[config.mk]
export PLATFORM = sky130hd
export DESIGN_NAME = pulse_meter_flat
export DESIGN_NICKNAME = d
export VERILOG_FILES = /design/src/rtl/pulse_meter_pkg.sv /design/src/rtl/pulse_meter_if.sv /design/src/rtl/edge_sync.sv /design/src/rtl/pulse_meter.sv /design/src/flat_wrapper.sv
export SDC_FILE = /design/constraint.sdc
export NUM_CORES = 1
export LEC_CHECK = 0
export ABC_AREA = 1
export BUFFER_PORTS_ARGS = -buffer_cell sky130_fd_sc_hd__clkbuf_2
export CAP_MARGIN = 0
export CORE_MARGIN = 4
export CORE_UTILIZATION = 40
export DETAILED_ROUTE_END_ITERATION = 12
export SLEW_MARGIN = 20
export SYNTH_ARGS = -nofsm -noshare
export SYNTH_HDL_FRONTEND = slang
export SYNTH_SLANG_ARGS = --single-unit
export TNS_END_PERCENT = 30
[constraint.sdc]
create_clock -name clk -period 2.93 [get_ports clk]
set_input_delay 0.293 -clock clk [delete_from_list [all_inputs] [get_ports clk]]
set_output_delay 0.293 -clock clk [all_outputs]
set_load 0.02 [all_outputs]
[src/rtl/pulse_meter_pkg.sv]
// Shared definitions for the pulse_meter block.
//   meter_state_t : FSM state encoding (idle / armed / measuring)
//   DEFAULT_WIDTH : default width of the period and high-time counters
package pulse_meter_pkg;

  localparam int unsigned DEFAULT_WIDTH = 16;

  typedef enum logic [1:0] {
    StIdle,
    StArm,
    StMeasure
  } meter_state_t;

endpackage

[src/rtl/pulse_meter_if.sv]
// Bundles the measurement-facing signals of pulse_meter.
//   en         : measurement enable (master -> meter)
//   sig_in     : waveform under measurement (master -> meter)
//   period     : last completed period in clk cycles (meter -> master)
//   high_time  : high portion of that period (meter -> master)
//   meas_valid : one-cycle strobe, period/high_time updated (meter -> master)
//   overflow   : sticky saturation flag (meter -> master)
interface pulse_meter_if
  import pulse_meter_pkg::*;
#(
  parameter int unsigned WIDTH = DEFAULT_WIDTH
);

  logic             en;
  logic             sig_in;
  logic [WIDTH-1:0] period;
  logic [WIDTH-1:0] high_time;
  logic             meas_valid;
  logic             overflow;

  modport master (
    output en,
    output sig_in,
    input  period,
    input  high_time,
    input  meas_valid,
    input  overflow
  );

  modport slave (
    input  en,
    input  sig_in,
    output period,
    output high_time,
    output meas_valid,
    output overflow
  );

endinterface

[src/rtl/edge_sync.sv]
// Front end of pulse_meter: conditions sig_in and detects its edges.
//   clk    : system clock
//   rst    : synchronous active-low reset
//   sig_in : raw waveform
//   rise   : conditioned signal went 0 -> 1 this cycle
//   fall   : conditioned signal went 1 -> 0 this cycle
// Macro PULSE_METER_SYNC_EN inserts a 2-flop synchronizer ahead of edge
// detection; without it sig_in must already be synchronous to clk.
module edge_sync (
  input  logic clk,
  input  logic rst,
  input  logic sig_in,
  output logic rise,
  output logic fall
);

  logic s;
  logic s_d_q;

`ifdef PULSE_METER_SYNC_EN
  logic sync1_q;
  logic sync2_q;

  always_ff @(posedge clk) begin
    if (!rst) begin
      sync1_q <= 1'b0;
      sync2_q <= 1'b0;
    end else begin
      sync1_q <= sig_in;
      sync2_q <= sync1_q;
    end
  end

  assign s = sync2_q;
`else
  assign s = sig_in;
`endif

  always_ff @(posedge clk) begin
    if (!rst) begin
      s_d_q <= 1'b0;
    end else begin
      s_d_q <= s;
    end
  end

  assign rise = s & ~s_d_q;
  assign fall = ~s & s_d_q;

endmodule

[src/rtl/pulse_meter.sv]
// Period and high-time meter for a slow waveform, counted in clk cycles.
// Every completed rising-to-rising interval produces period, high_time and a
// one-cycle meas_valid strobe. The partial interval after arming is dropped.
//   clk : system clock
//   rst : synchronous active-low reset
//   bus : pulse_meter_if slave (en, sig_in in; period, high_time,
//         meas_valid, overflow out)
// Macro PULSE_METER_SYNC_EN (in edge_sync) adds a 2-flop input synchronizer.
module pulse_meter
  import pulse_meter_pkg::*;
#(
  parameter int unsigned WIDTH = DEFAULT_WIDTH
) (
  input  logic           clk,
  input  logic           rst,
  pulse_meter_if.slave   bus
);

  localparam logic [WIDTH-1:0] MaxCnt = '1;
  localparam logic [WIDTH-1:0] OneCnt = WIDTH'(1);

  meter_state_t     state_q, state_d;
  logic [WIDTH-1:0] cnt_q, cnt_d;
  logic [WIDTH-1:0] high_cnt_q, high_cnt_d;
  logic [WIDTH-1:0] period_q, period_d;
  logic [WIDTH-1:0] high_time_q, high_time_d;
  logic             meas_valid_q, meas_valid_d;
  logic             overflow_q, overflow_d;
  logic             rise;
  logic             fall;

  edge_sync u_edge_sync (
    .clk    (clk),
    .rst    (rst),
    .sig_in (bus.sig_in),
    .rise   (rise),
    .fall   (fall)
  );

  always_comb begin
    state_d      = state_q;
    cnt_d        = cnt_q;
    high_cnt_d   = high_cnt_q;
    period_d     = period_q;
    high_time_d  = high_time_q;
    meas_valid_d = 1'b0;
    overflow_d   = overflow_q;

    if (!bus.en) begin
      // Results and the sticky flag survive a disable; only the FSM restarts.
      state_d = StIdle;
    end else begin
      unique case (state_q)
        StIdle: begin
          state_d = StArm;
        end
        StArm: begin
          if (rise) begin
            state_d    = StMeasure;
            cnt_d      = OneCnt;
            high_cnt_d = '0;
          end
        end
        StMeasure: begin
          if (rise) begin
            period_d     = cnt_q;
            high_time_d  = high_cnt_q;
            meas_valid_d = 1'b1;
            overflow_d   = 1'b0;
            cnt_d        = OneCnt;
            high_cnt_d   = '0;
          end else if (fall) begin
            high_cnt_d = cnt_q;
            // Hold at max so the following edge-free cycle flags overflow.
            cnt_d      = (cnt_q == MaxCnt) ? cnt_q : cnt_q + OneCnt;
          end else if (cnt_q == MaxCnt) begin
            overflow_d = 1'b1;
            cnt_d      = '0;
            state_d    = StArm;
          end else begin
            cnt_d = cnt_q + OneCnt;
          end
        end
        default: begin
          state_d = StIdle;
        end
      endcase
    end
  end

  always_ff @(posedge clk) begin
    if (!rst) begin
      state_q      <= StIdle;
      cnt_q        <= '0;
      high_cnt_q   <= '0;
      period_q     <= '0;
      high_time_q  <= '0;
      meas_valid_q <= 1'b0;
      overflow_q   <= 1'b0;
    end else begin
      state_q      <= state_d;
      cnt_q        <= cnt_d;
      high_cnt_q   <= high_cnt_d;
      period_q     <= period_d;
      high_time_q  <= high_time_d;
      meas_valid_q <= meas_valid_d;
      overflow_q   <= overflow_d;
    end
  end

  assign bus.period     = period_q;
  assign bus.high_time  = high_time_q;
  assign bus.meas_valid = meas_valid_q;
  assign bus.overflow   = overflow_q;

endmodule

[src/flat_wrapper.sv]
// flat-port wrapper written by rule: the top's interface ports become plain ports
module pulse_meter_flat import pulse_meter_pkg::*;
#(
  parameter int unsigned WIDTH = DEFAULT_WIDTH
)
  (clk, rst, bus_en, bus_sig_in, bus_period, bus_high_time, bus_meas_valid, bus_overflow);
  pulse_meter_if #(.WIDTH(WIDTH)) bus_i ();
  input  logic clk;
  input  logic rst;
  input wire logic [$bits(bus_i.en)-1:0] bus_en;
  input wire logic [$bits(bus_i.sig_in)-1:0] bus_sig_in;
  output wire logic [$bits(bus_i.period)-1:0] bus_period;
  output wire logic [$bits(bus_i.high_time)-1:0] bus_high_time;
  output wire logic [$bits(bus_i.meas_valid)-1:0] bus_meas_valid;
  output wire logic [$bits(bus_i.overflow)-1:0] bus_overflow;
  assign bus_i.en = bus_en;
  assign bus_i.sig_in = bus_sig_in;
  assign bus_period = bus_i.period;
  assign bus_high_time = bus_i.high_time;
  assign bus_meas_valid = bus_i.meas_valid;
  assign bus_overflow = bus_i.overflow;
  pulse_meter #(.WIDTH(WIDTH)) u_core (.clk(clk), .rst(rst), .bus(bus_i));
endmodule
# --- Word-level counts from Yosys, hierarchy flattened ---
# Index checks and enable logic that the tools add are counted.
# Widths: inputs -> output; s select.
op_classes:
  add_sub_neg: 1
  n_eq_ne: 10
  n_mux: 19
  bitwise: 4
  reduce_logical: 10
op_table:
  columns: ["operator", "count"]
  rows:
  - ["$mux 16", 8]
  - ["$pmux 16 s2", 2]
  - ["$add 16x1->16 const B", 1]
  - ["$eq 16x16->1 const B", 1]
  - ["$reduce_and 4->1", 4]
  - ["$mux 2", 4]
  - ["$ne 2x1->1 const B", 3]
  - ["$pmux 2 s3", 1]
  - ["$reduce_and 3->1", 2]
  - ["$mux 1", 4]
  - ["$ne 2x2->1 const B", 2]
  - ["$ne 4x3->1 const B", 1]
  - ["$reduce_bool 2->1", 2]
  - ["$ne 3x1->1 const B", 1]
  - ["$and 1x1->1", 2]
  - ["$eq 2x1->1 const B", 1]
  - ["$eq 2x2->1 const B", 1]
  - ["$logic_not 2->1", 1]
  - ["$not 1->1", 2]
  - ["$reduce_and 2->1", 1]
word_totals:
  register_bits: 69
  inputBits: 4
  out_inout_bits: 34
  word_cells: 52

# --- Logic depth before layout (Yosys ltp) ---
logic_depth:
  word_depth: 5
  mapped_depth: 12
  depth_no_buf: 12

# --- By module ---
# Synthesis repeated with hierarchy kept, for this count alone.
unflattened:
  cells_unflattened: 404
  hier_area_um2: 3016.6
modules_own_cells:
  columns: ["mod", "instances", "cells_per_inst", "area_per_inst_um2"]
  rows:
  - ["pulse_meter", 1, 397, 2971.6]
  - ["edge_sync", 1, 7, 45.0]

# --- Least setup slack after synthesis ---
# OpenSTA, ideal clock, no wires.
synth_timing:
  path_type: "reg-to-reg"
  startpoint: "reg u_core.state_q[0]"
  endpoint: "reg u_core.high_cnt_q[6]"
  arrival_time_ns: 1.517
  setup_slack_ns: 1.275
  stages_incl_launch_ff: 12
  path_buffers: 2
  path_cell_list: "dfxtp_1 -> inv_1 -> ha_1 -> buf_2 -> inv_2 -> nor2_4 -> nand2_1 -> nand2_1 -> inv_2 -> buf_6 -> nand3_1 -> a21oi_1"
synth_between:
  elab_chain_len: 3
  word_cells_on_any_way: 7
  classes_between: "eq/ne: 4; mux: 1; reduce/logical: 2"
synth_lines:
  columns: ["item", "line", "text"]
  rows:
  - ["start, declared", "pulse_meter.sv:22", "meter_state_t state_q, state_d;"]
  - ["start signal, assigned", "pulse_meter.sv:93", "state_q <= StIdle;"]
  - ["start signal, assigned", "pulse_meter.sv:101", "state_q <= state_d;"]
  - ["$eq 2x2->1 / $eq 2x1->1 (equally long branches)", "pulse_meter.sv:53", "unique case (state_q)"]
  - ["$ne 3x1->1 (no source line) (tied with other cells)", null, null]
  - ["$reduce_and 4->1 (no source line)", null, null]
  - ["end signal, assigned", "pulse_meter.sv:103", "high_cnt_q <= high_cnt_d;"]
  - ["end, declared", "pulse_meter.sv:24", "logic [WIDTH-1:0] high_cnt_q, high_cnt_d;"]
# Parallel ways exist; a longest one is shown, timed or not.
# A chain may end at the register's enable or synchronous reset.

# --- Final worst setup path ---
layout_timing:
  startpoint: "reg u_core.state_q[0]"
  endpoint: "reg u_core.high_cnt_q[1]"
# Same word-level chain as after synthesis.

==> impl_metrics.yaml <==
run_status:
  status: "finished, final reports clean"
clock_network:
  ctsHoldBuffers: 0
  ctsHtreeMaxLevel: 3
  numCtsBuffers: 9
  clock-root-buffer: "clkbuf_8"
  clk_pin_slew_ns: 0.07
  cts_max_path_buffers: 2
  cts_tree: "built"
  clkSinkCount: 69
  clock_latency_ns: 0.35
  post_cts_buffers: 0
  cts_resized: 0
critical_path:
  worst_path_max_delay_cell: "nor2_4"
  critPathLaunch: "u_core.state_q[0]"
  r2r_end: "u_core.high_cnt_q[1]"
  required_ns: 3.19
  cpMostUsedCell: "nand2_1"
  critical_path_arrival_ns: 2.43
  r2r-start: "u_core.state_q[0]"
  worstSetupPathType: "register to register"
  critPathTopFamily: "simple AND/OR/NAND/NOR gates"
  crit_path_max_fanout: 19
  startpoint_type: "register"
  cp_num_cells: 9
  cp.buffers_inverters: 3
  crit_path_end: "u_core.high_cnt_q[1]"
  critPathCaptureType: "register"
  critical-path-max-stage-delay_ns: 0.42
  r2r_slack_ns: 0.76
  worstRegToRegCells: 9
  crit_chain: "inv_1 > ha_1 > inv_2 > nor2_4 > nand2_1 > nand2_1 > buf_4 > nand2_1 > a21oi_1"
placement:
  dp_hpwl_mm: 5.012
  gp_congestion: 0.8854
  port_buffers: 37
  dpl.cell_count: 534
  pre_cts_ws_ns: 0.7930
global_route:
  grt_start_max_net_pins: 45
  grt_pass1_vias: 2512
  grt_pass1_wl_mm: 12.45
  antenna_found_initial: 0
  track_usage_pct: 17.78
  overflow: 0
yosys:
  syn_avg_cell_area_um2: 7.368
  synth.distinct_cells: 33
  ys_seq_area_share_pct: 45.28
  synth-edff-count: 0
  netlist_instances: 414
  synthDominantCellAreaShare_pct: 45.28
  ys_seq_elements: 69
  synthTopCellsByCount: "nand2_1, dfxtp_1, nor2_1"
  yosys_warnings: 0
  synth-main-ff-cell: "dfxtp_1"
  yosysMostFrequentCell: "nand2_1"
  yosys.area.top_type: "dfxtp_1"
  syn_nets: 422
  ys_async_sr_fraction_pct: 0
  syn_area_um2: 3050
  yosys-top-cells-area: "dfxtp_1, nand2_1, nor2_1, o21ai_0, a21oi_1"
timing:
  layout_min_cycle_time_ns: 2.166
  max_slew_margin_pct: 35.68
  clock.fmax_ghz: 0.4616
  min_period_over_period_pct: 73.94
  holdWs_ns: 0.1549
  report.final.hold_viol_count: 0
  finClkSkew_ns: 0.008233
  drv_slew: 0
  fin_ws_ns: 0.7637
  max_slew.worst_pin.slew_ns: 0.9638
  rsz0062_at_grt: "false"
  setup_viol: 0
  fin_setup_tns_ns: 0
detailed_routing:
  vias: 2737
  first_pass_iters: 4
  ant_nets: 0
  routedWlPerCell_um: 13.42
  viasPerCell: 4.976
  drc: 0
  routed_wl_mm: 7.383
  drt_iter0_markers: 135
power:
  leakagePower_nw: 1.459
  p_sw_uw: 443.9
  p_int_mw: 1.328
  comb_power_share_pct: 5.4
  powerDensity_nw_per_um2: 510.8
  seqPwrFrac_pct: 53.9
  power.share.clock_pct: 40.8
  irDropWorstVdd_uv: 333.7
  swShare_pct: 25.06
  p_total_mw: 1.772
floorplanning:
  core_um2: 7331
  die_x_um: 95.33
  rows: 31
  die_area_um2: 9087
  die_h_um: 95.33
  initial_core_util_pct: 41.61
  io_pins: 38
layout:
  nFillCells: 764
  instances_no_fill: 550
  insertedDiodeCount: 0
  drive_gt1_share_pct: 18.18
  area_delta_synth_final_pct: 13.70
  nets: 454
job:
  maxCapViolations: 0
min_path:
  hold_class: "input port to register"
==> stage by stage <==
stage	area, µm²	utilization (%)
2_1_floorplan	3050	-
3_5_place_dp	3282	44.77
4_1_cts	3468	47.31
6_report	3468	47.31
3_3_place_gp	3282	44.77
5_1_grt	3468	47.31
==> logic make-up after synthesis <==
family,after synthesis,share of synthesized area [%]
AO/OA/AOI/OAI,88,15.46
XOR/XNOR,1,0.2872
adder cells (fa/ha/maj),4,1.641
buffers and inverters,51,7.301
flip-flops,69,45.28
AND/OR/NAND/NOR,201,30.02
==> per-layer routing <==
metal / track usage [%] / part of all wire (%) / vias up
li1: - / - / 1406
met5: 0 / 0 / -
met3: 3.710 / 5.2 / 13
met4: 7.452 / 2.0 / 0
met2: 27.52 / 45 / 69
met1: 23.97 / 48 / 1249
==> cell type report <==
cell class | count | area, µm² | share of cell area (%)
multi-input cells | 294 | 1446 | 41.70
repair buffers | 40 | 207.7 | 5.988
clock buffers | 12 | 155.1 | 4.473
flip-flops and latches | 69 | 1381 | 39.83
clock inverters | 4 | 31.28 | 0.9019
inverters | 32 | 122.6 | 3.535
well taps | 99 | 123.9 | 3.571
==> flip-flops by register name (all words and copies together), names as in the netlist <==
register and flops:
u_core.bus.meas_valid 1, u_core.high_cnt_q 16, u_core.cnt_q 16, u_core.state_q 2, u_core.u_edge_sync.s_d_q 1, u_core.bus.overflow 1, u_core.bus.period 16, u_core.bus.high_time 16
==> cells in the final DEF (no fill, tap or decap), types with 7 or more instances in the layout <==
cell type,Yosys,routed
inv_1,26,26
a21oi_1,35,35
clkbuf_8,0,11
o21ai_0,41,41
dfxtp_1,69,69
nor2_1,69,69
nand2_1,79,79
nand3_1,32,32
clkbuf_2,0,37
a21oi_2,7,7
==> worst register-to-register path: cells and delay by family, from the launching register on <==
kind	cells	cell delay [ns]
adders and majority gates	1	0.40
and+or+nand+nor	4	0.75
AOI/OAI and AO/OA	1	0.16
DFF	1	0.31
buffers and inverters	3	0.47
==> worst min path at each step <==
stage / to / slack, ns / depth (start not counted) / from
after floorplan: u_core.u_edge_sync.s_d_q / 0.39 / 2 / bus_sig_in
after global placement: u_core.bus.overflow / 0.45 / 2 / u_core.bus.overflow
after detailed placement: u_core.high_cnt_q[14] / 0.46 / 2 / u_core.high_cnt_q[14]
after CTS: u_core.u_edge_sync.s_d_q / 0.15 / 3 / bus_sig_in
after global routing: u_core.u_edge_sync.s_d_q / 0.16 / 3 / bus_sig_in
final: u_core.u_edge_sync.s_d_q / 0.15 / 3 / bus_sig_in
==> power groups by stage <==
stage	combinational [mW]	sequential, mW	clock, mW
6_report	0.0956	0.954	0.722
5_1_grt	0.108	0.955	0.782
3_5_place_dp	0.0963	0.976	0
3_3_place_gp	0.0943	0.975	0
2_1_floorplan	0.0705	0.979	0
4_1_cts	0.0965	0.954	0.736
Note: power is estimated with default switching activity, not from simulation.
